File: src/rtl/combo_lock_ctrl.sv
// combo_lock_ctrl: combination-lock controller. Takes one decimal digit per
// enter strobe, compares a NUM_DIGITS-digit code, counts consecutive failures
// into a timed lockout, and can optionally reprogram the code in the field.
// Optional feature macro: COMBO_LOCK_PROG_EN (PROG state and writable code).
// Ports:
//   clk, rst_n            clock, asynchronous active-low reset
//   digit_in[9:0], enter  switch value and its one-cycle consume strobe
//   prog                  program request, sampled with enter while OPEN
//   state_o[2:0]          0 ENTRY, 1 OPEN, 2 CLOSED, 3 LOCKOUT, 4 PROG
//   digit_o, digit_err    combinational display digit / out-of-range flag
//   unlocked              high in OPEN (and PROG)
//   idx_o, fail_cnt_o     current digit position, consecutive failed codes
module combo_lock_ctrl #(
  parameter int                      NUM_DIGITS     = 6,
  parameter logic [NUM_DIGITS*4-1:0] DEFAULT_CODE   = 24'h419236,
  parameter int                      MAX_FAILS      = 3,
  parameter int                      LOCKOUT_CYCLES = 16
) (
  input  logic                          clk,
  input  logic                          rst_n,
  input  logic [9:0]                    digit_in,
  input  logic                          enter,
  input  logic                          prog,
  output logic [2:0]                    state_o,
  output logic [3:0]                    digit_o,
  output logic                          digit_err,
  output logic                          unlocked,
  output logic [$clog2(NUM_DIGITS)-1:0] idx_o,
  output logic [3:0]                    fail_cnt_o
);

  localparam int IW = $clog2(NUM_DIGITS);
  localparam int CW = NUM_DIGITS * 4;
  localparam int TW = $clog2(LOCKOUT_CYCLES + 1);
  localparam logic [IW-1:0] LAST_IDX = IW'(NUM_DIGITS - 1);
  localparam logic [3:0]    FAIL_LIM = 4'(MAX_FAILS);
  localparam logic [TW-1:0] TMR_LOAD = TW'(LOCKOUT_CYCLES - 1);

  typedef enum logic [2:0] {
    ST_ENTRY   = 3'd0,
    ST_OPEN    = 3'd1,
    ST_CLOSED  = 3'd2,
    ST_LOCKOUT = 3'd3,
    ST_PROG    = 3'd4
  } state_t;

  state_t          state;
  logic [IW-1:0]   idx;
  logic            mismatch;
  logic [3:0]      fail_cnt;
  logic [TW-1:0]   lock_tmr;
  logic [CW-1:0]   code;

  logic            in_range;
  logic [3:0]      code_digit;
  logic            digit_bad;
  logic [3:0]      fail_next;

`ifdef COMBO_LOCK_PROG_EN
  logic [CW-1:0]   shadow;
  logic [CW-1:0]   shadow_nxt;

  // Shadow image with the current digit merged in; used both for the
  // per-digit write and for the atomic commit on the last digit.
  always_comb begin
    shadow_nxt = shadow;
    shadow_nxt[{idx, 2'b00} +: 4] = digit_in[3:0];
  end
`else
  // Without reprogramming the code is fixed and prog has no function.
  logic unused_prog;
  assign code        = DEFAULT_CODE;
  assign unused_prog = prog;
`endif

  assign in_range   = (digit_in <= 10'd9);
  assign code_digit = code[{idx, 2'b00} +: 4];
  assign digit_bad  = !in_range || (digit_in[3:0] != code_digit);
  assign fail_next  = fail_cnt + 4'd1;

  // Display path is purely combinational so the encoder tracks the switches.
  assign digit_o   = in_range ? digit_in[3:0] : 4'd0;
  assign digit_err = !in_range && ((state == ST_ENTRY) || (state == ST_PROG));

  assign state_o    = state;
  assign idx_o      = idx;
  assign fail_cnt_o = fail_cnt;
`ifdef COMBO_LOCK_PROG_EN
  assign unlocked   = (state == ST_OPEN) || (state == ST_PROG);
`else
  assign unlocked   = (state == ST_OPEN);
`endif

  always_ff @(posedge clk or negedge rst_n) begin
    if (!rst_n) begin
      state    <= ST_ENTRY;
      idx      <= '0;
      mismatch <= 1'b0;
      fail_cnt <= 4'd0;
      lock_tmr <= '0;
`ifdef COMBO_LOCK_PROG_EN
      code     <= DEFAULT_CODE;
      shadow   <= DEFAULT_CODE;
`endif
    end else begin
      case (state)
        ST_ENTRY: begin
          if (enter) begin
            if (idx == LAST_IDX) begin
              // Verdict uses the sticky flag plus the final digit itself.
              idx      <= '0;
              mismatch <= 1'b0;
              if (!mismatch && !digit_bad) begin
                state    <= ST_OPEN;
                fail_cnt <= 4'd0;
              end else if (fail_next == FAIL_LIM) begin
                state    <= ST_LOCKOUT;
                lock_tmr <= TMR_LOAD;
                fail_cnt <= 4'd0;
              end else begin
                state    <= ST_CLOSED;
                fail_cnt <= fail_next;
              end
            end else begin
              // A wrong digit never aborts entry, so timing leaks nothing.
              idx      <= idx + IW'(1);
              mismatch <= mismatch | digit_bad;
            end
          end
        end

        ST_OPEN: begin
          if (enter) begin
`ifdef COMBO_LOCK_PROG_EN
            state <= prog ? ST_PROG : ST_ENTRY;
`else
            state <= ST_ENTRY;
`endif
          end
        end

        ST_CLOSED: begin
          if (enter) state <= ST_ENTRY;
        end

        ST_LOCKOUT: begin
          // Loaded with LOCKOUT_CYCLES-1 so the state lasts exactly
          // LOCKOUT_CYCLES clocks including the terminal zero cycle.
          if (lock_tmr == '0) state <= ST_ENTRY;
          else                lock_tmr <= lock_tmr - TW'(1);
        end

`ifdef COMBO_LOCK_PROG_EN
        ST_PROG: begin
          if (enter && in_range) begin
            shadow <= shadow_nxt;
            if (idx == LAST_IDX) begin
              code  <= shadow_nxt;
              idx   <= '0;
              state <= ST_ENTRY;
            end else begin
              idx <= idx + IW'(1);
            end
          end
        end
`endif

        default: begin
          state <= ST_ENTRY;
          idx   <= '0;
        end
      endcase
    end
  end

endmodule

File: config.mk
export PLATFORM = sky130hd
export DESIGN_NAME = combo_lock_ctrl
export DESIGN_NICKNAME = d
export VERILOG_FILES = /design/src/rtl/combo_lock_ctrl.sv
export SDC_FILE = /design/constraint.sdc
export NUM_CORES = 1
export LEC_CHECK = 0
export CAP_MARGIN = 40
export CORE_ASPECT_RATIO = 0.9
export CORE_MARGIN = 5
export CORE_UTILIZATION = 43
export CTS_CLUSTER_DIAMETER = 100
export DETAILED_ROUTE_END_ITERATION = 10
export PLACE_DENSITY = 0.81
export SETUP_SLACK_MARGIN = 0.4
export SLEW_MARGIN = 20
export SYNTH_ARGS = -nofsm -noshare
export SYNTH_HDL_FRONTEND = slang
export SYNTH_SLANG_ARGS = --single-unit
File: constraint.sdc
create_clock -name clk -period 1.9 [get_ports clk]
set_input_delay 0.19 -clock clk [delete_from_list [all_inputs] [get_ports clk]]
set_output_delay 0.19 -clock clk [all_outputs]
set_load 0.01 [all_outputs]
Word level (Yosys, flattened, before mapping)
Cells that the tools add are included.
W data, S select, Z words.
{ "word_totals": {"out_inout_bits": 16, "in_bits": 14, "ramBits": 0, "ff_bits": 16, "mem_bits_ro": 0, "latchBits": 0, "word_cells": 63, "memories": 0} }
{ "op_classes": {"n_lt_le_gt_ge": 1, "mux": 20, "div": 0, "n_shift": 1, "n_addsub": 3, "reduce_logical": 17, "eq_ne": 14, "bitwise_logic": 2, "multipliers": 0} }
{ "ops": {"columns": ["operator", "n"], "rows": [
  ["$mux W5", 5],
  ["$shiftx A24 B6 Y4 const A", 1],
  ["$mux W3", 6],
  ["$mux W4", 3],
  ["$le A10 B4 Y1 const B", 1],
  ["$pmux W5 S2", 1],
  ["$pmux W3 S3", 1],
  ["$ne A2 B2 Y1 const B", 4],
  ["$eq A3 B2 Y1 const B", 2],
  ["$eq A3 B3 Y1 const B", 2],
  ["$ne A2 B1 Y1 const B", 3],
  ["$pmux W3 S2", 1],
  ["$reduce_and A6 Y1", 1],
  ["$logic_not A5 Y1", 1],
  ["$sub A5 B1 Y5 const B", 1],
  ["$add A4 B1 Y4 const B", 1],
  ["$eq A4 B2 Y1 const B", 1],
  ["$ne A4 B4 Y1", 1],
  ["$reduce_and A2 Y1", 2],
  ["$reduce_and A4 Y1", 1],
  ["$add A3 B1 Y3 const B", 1],
  ["$eq A3 B1 Y1 const B", 1],
  ["$logic_not A1 Y1", 3],
  ["$logic_not A3 Y1", 1],
  ["10 further kinds", 13]
]} }

Logic depth before layout (Yosys ltp)
{ "logic_depth": {"depth_word": 9, "depth_mapped": 9} }

Least setup slack after synthesis
OpenSTA, ideal clock, no wires.
{ "synth_timing": {"kind": "register -> register", "start": "reg fail_cnt[0] (netlist: fail_cnt_o[0])", "end": "reg lock_tmr[4]", "setup_slack_ns": -0.101, "stages_incl_launch_ff": 8, "required_ns": 1.831, "n_path_buf": 0, "period_less_slack_ns": 2.001, "t_arrival_ns": 1.932, "path_cell_list": "dfrtp_1 ha_1 nor3_1 a41oi_1 o21ai_1 o211ai_4 or4b_1 nand3_1"} }
{ "synth_via": {"elab_chain_cells": 4} }
{ "synth_lines": {"columns": ["element", "line", "source"], "rows": [
  ["start, declared", "50", "logic [3:0] fail_cnt;"],
  ["start signal, assigned", "122", "fail_cnt <= fail_next;"],
  ["$add A4 B1 Y4", "79", "assign fail_next = fail_cnt + 4'd1;"],
  ["$eq A4 B2 Y1", "116", "end else if (fail_next == FAIL_LIM) begin"],
  ["$ne A2 B1 Y1 (no line)", null, null],
  ["$reduce_and A6 Y1 (no line)", null, null],
  ["end signal, assigned", "150", "else lock_tmr <= lock_tmr - TW'(1);"],
  ["end, declared", "51", "logic [TW-1:0] lock_tmr;"]
]} }
No other way between the ends.
A chain may end at the register's enable or synchronous reset.

Worst setup path in the final report
{ "layout_timing": {"start": "reg idx[0] (netlist: idx_o[0])", "end": "reg lock_tmr[2]"} }
{ "layout_via": {"elab_chain_cells": 7} }
{ "layout_lines": {"columns": ["element", "line", "source"], "rows": [
  ["start, declared", "48", "logic [IW-1:0] idx;"],
  ["start signal, assigned", "126", "idx <= idx + IW'(1);"],
  ["$shiftx A24 B6 Y4", "77", "assign code_digit = code[{idx, 2'b00} +: 4];"],
  ["$ne A4 B4 Y1", "78", "assign digit_bad = !in_range || (digit_in[3:0] != code_digit);"],
  ["$logic_or A1 B1 Y1", "78", null],
  ["$logic_not A1 Y1", "113", "if (!mismatch && !digit_bad) begin"],
  ["$logic_and A1 B1 Y1", "113", null],
  ["$ne A2 B2 Y1 (no line)", null, null],
  ["$reduce_and A6 Y1 (no line) *", null, null]
]} }
Every way passes the cells marked *; elsewhere a longest branch is shown, timed or not.

==> metrics.md <==
| Metric | Value |
|---|---|
| Status | `finished with violations` |
| Failing checks | `negative setup slack` |
| Die Area | `0.00367 mm2` |
| Tmin final | `1.99 ns` |
| Initial antenna violation count | `0` |
| Register area share after synthesis | `34.1%` |
| Post-synthesis average cell area | `8.73 um2` |
| TritonCTS clock tree | `built` |
| DRC violations left | `0` |
| Clk buf depth | `2` |
| Hold Slack | `0.311 ns` |
| Final Util | `75.5%` |
| Post-synth EDFFs | `0` |
| Post-Synthesis Cells | `126` |
| Worst Path Arrival | `2.18 ns` |
| TritonCTS Buffers | `3` |
| Worst Skew | `0.00650 ns` |
| Final hold violations | `0` |
| Setup violators final | `5` |
| First-pass GRT wire length | `5.10 mm` |
| Synth area leader | `dfrtp_1` |
| Vias per cell | `5.52` |
| Max Transition Viols Final | `0` |
| Least-Margin Pin Slew | `0.723 ns` |
| Setup CP Type | `flip-flop to flip-flop` |
| Gr usage total | `17.4%` |
| Area grow syn2layout | `67.9%` |
| Row cnt | `17` |
| Yosys top cell area share | `34.1%` |
| Root Buffer | `clkbuf_4` |
| Port-buffer cells | `27` |
| Commonest cells after routing, fill and taps aside | `buf_4, buf_6, dlygate4sd2_1, nand2_1, dfrtp_1` |
| CTS clk-pin slew, worst paths | `0.10 ns` |
| Tcrit/Tclk final | `105%` |
| CP Launch Type | `flip-flop` |
| Pleak | `0.868 nW` |
| Initial core utilization | `45.0%` |
| Hold buffers post-CTS | `0` |
| H-Tree Level Count | `1` |
| Layout cells sized above 1 | `47.5%` |
| DR pass1 iterations | `4` |
| Most common cell after layout, fill and taps aside | `buf_4` |
| Max Used Layer | `met4` |
| Synthesized net count | `148` |
| WL met1 | `1.36 mm` |
| Pre-CTS setup slack | `-0.248 ns` |
| Slew margin rel. | `51.7%` |
| Hpwl dp | `2.19 mm` |
| Post-synth top flop | `dfrtp_1` |
| Die Height | `58.0 um` |
| WL final | `3.52 mm` |
| Clock Latency Late Sink | `0.30 ns` |
| Iter 0 DRT Violations | `56` |
| CORE AREA | `0.00245 mm2` |
| Clock Sink Count | `15` |
| Synth Cell Area | `0.00110 mm2` |
| Max Cap Viol | `0` |
| Worst EP required | `2.10 ns` |
| Largest net degree at the start of global routing | `16` |
| WL met2 | `1.96 mm` |
| Fmax | `503 MHz` |
| Synth area leaders | `dfrtp_1, ha_1, nor2_1, inv_1, nand2_1` |
| PD cells | `1070 mW/mm2` |
| Synthesis-stage register bit count | `15` |
| Worst hold path class | `primary input to asynchronous set/reset pin` |
| Antenna Cells | `0` |
| Setup crit end kind | `flip-flop` |
| Worst setup margin | `-0.0876 ns` |
| Wire length on met3 | `132 um` |
| Nets | `206` |
| Warnings from Yosys | `0` |
| Unrepaired setup endpoints after global routing | `true` |
| VDD IR max | `0.873 mV` |
| Post-synth ARST share | `100%` |
| DR vias | `1165` |
| Remaining Overflow, GRT | `0` |
| Gp weighted congestion | `0.792` |
| IO Pins | `30` |
| CP Max Fanout | `7` |
| Number of global-route vias before repair | `1163` |
| WL/cell | `16.7 um` |
| Die Wd | `63.3 um` |
| # fillers | `188` |
| Antenna Violating Nets Remaining | `0` |
| Unique cell type count in the Yosys netlist | `46` |
==> registers in the layout (all words and copies together), names as in the netlist <==
name	count
lock_tmr	5
fail_cnt_o	4
idx_o	3
state_o	2
mismatch	1
==> per-layer routing <==
metal | GRT usage (%) | vias up
li1 | - | 559
met1 | 17.5 | 568
met2 | 36.2 | 32
met3 | 2.91 | 6
met4 | 5.34 | 0
met5 | 0 | -
==> critical path, cell delays in order (launching register included) <==
cell	delay [ns]
dfrtp_2	0.46
and2_4	0.18
ha_4	0.15
xor2_1	0.14
nor2_2	0.13
nand4_1	0.18
o211ai_4	0.35
mux2i_1	0.24
nor2_1	0.06
==> worst paths after layout <==
path | start | endpoint | slack (ns) | cells past startpoint
worst min register to register | state_o[1] | state_o[1] | 0.57 | 2
worst max register to register | idx_o[0] | lock_tmr[2] | -0.09 | 8
worst max-delay path | idx_o[0] | lock_tmr[2] | -0.09 | 8
max in group asynchronous | rst_n | fail_cnt_o[3] | 1.08 | 1
worst min-delay path | rst_n | lock_tmr[2] | 0.31 | 1
min in group clk | state_o[1] | state_o[1] | 0.57 | 2
==> Yosys cell counts (2+ instances only) <==
master	instances
o21ai_1	2
nand2_1	10
buf_4	2
nand3b_1	3
nor3b_1	2
nor3_1	5
xnor2_1	2
a21oi_1	4
and2_1	5
inv_1	10
nand3_1	7
a21o_1	2
nor4_1	2
o31ai_1	2
dfrtp_1	15
o21ai_0	4
nor2_1	12
mux2i_1	2
ha_1	8
==> cells by family after synthesis <==
logic type	after synthesis	share of synthesized area, %
AND/OR/NAND/NOR	57	29.0
AO/OA/AOI/OAI	25	16.7
flip-flops	15	34.1
buffers and inverters	15	6.48
adder cells (fa/ha/maj)	8	9.10
XOR/XNOR	3	2.39
multiplexers	2	1.82
other	1	0.341
==> area by class of cell <==
type / instances / area, um2 / share of cell area [%]
tap: 28 / 35.0 / 1.90
clock buffer: 4 / 26.3 / 1.42
inverter: 10 / 42.5 / 2.30
sequential: 15 / 384 / 20.8
timing repair buffer: 58 / 526 / 28.5
multi-input combinational: 96 / 833 / 45.1
==> power breakdown <==
group	switching, mW	internal, mW	leakage, nW
registers	0.0993	0.410	0.161
clock network	0.117	0.0819	0.0150
logic	0.611	0.648	0.692
total	0.827	1.14	0.868
==> through the flow <==
stage	instance area, um2	power, mW	cells	setup TNS (ns)
finish	1850	1.97	211	-0.329
floorplan	1130	1.02	126	-0.0166
global placement	1540	1.39	195	-2.00
global route	1850	2.10	211	-0.793
detailed placement	1540	1.43	195	-2.99
CTS	1660	1.75	208	0
==> what timing repair did <==
item,4_1_cts,5_1_grt
setup buffers,9,3
resized for setup,47,52
endpoints found under the setup margin,24,23
pin swaps,8,15
Power figures use the tool's default switching activity.
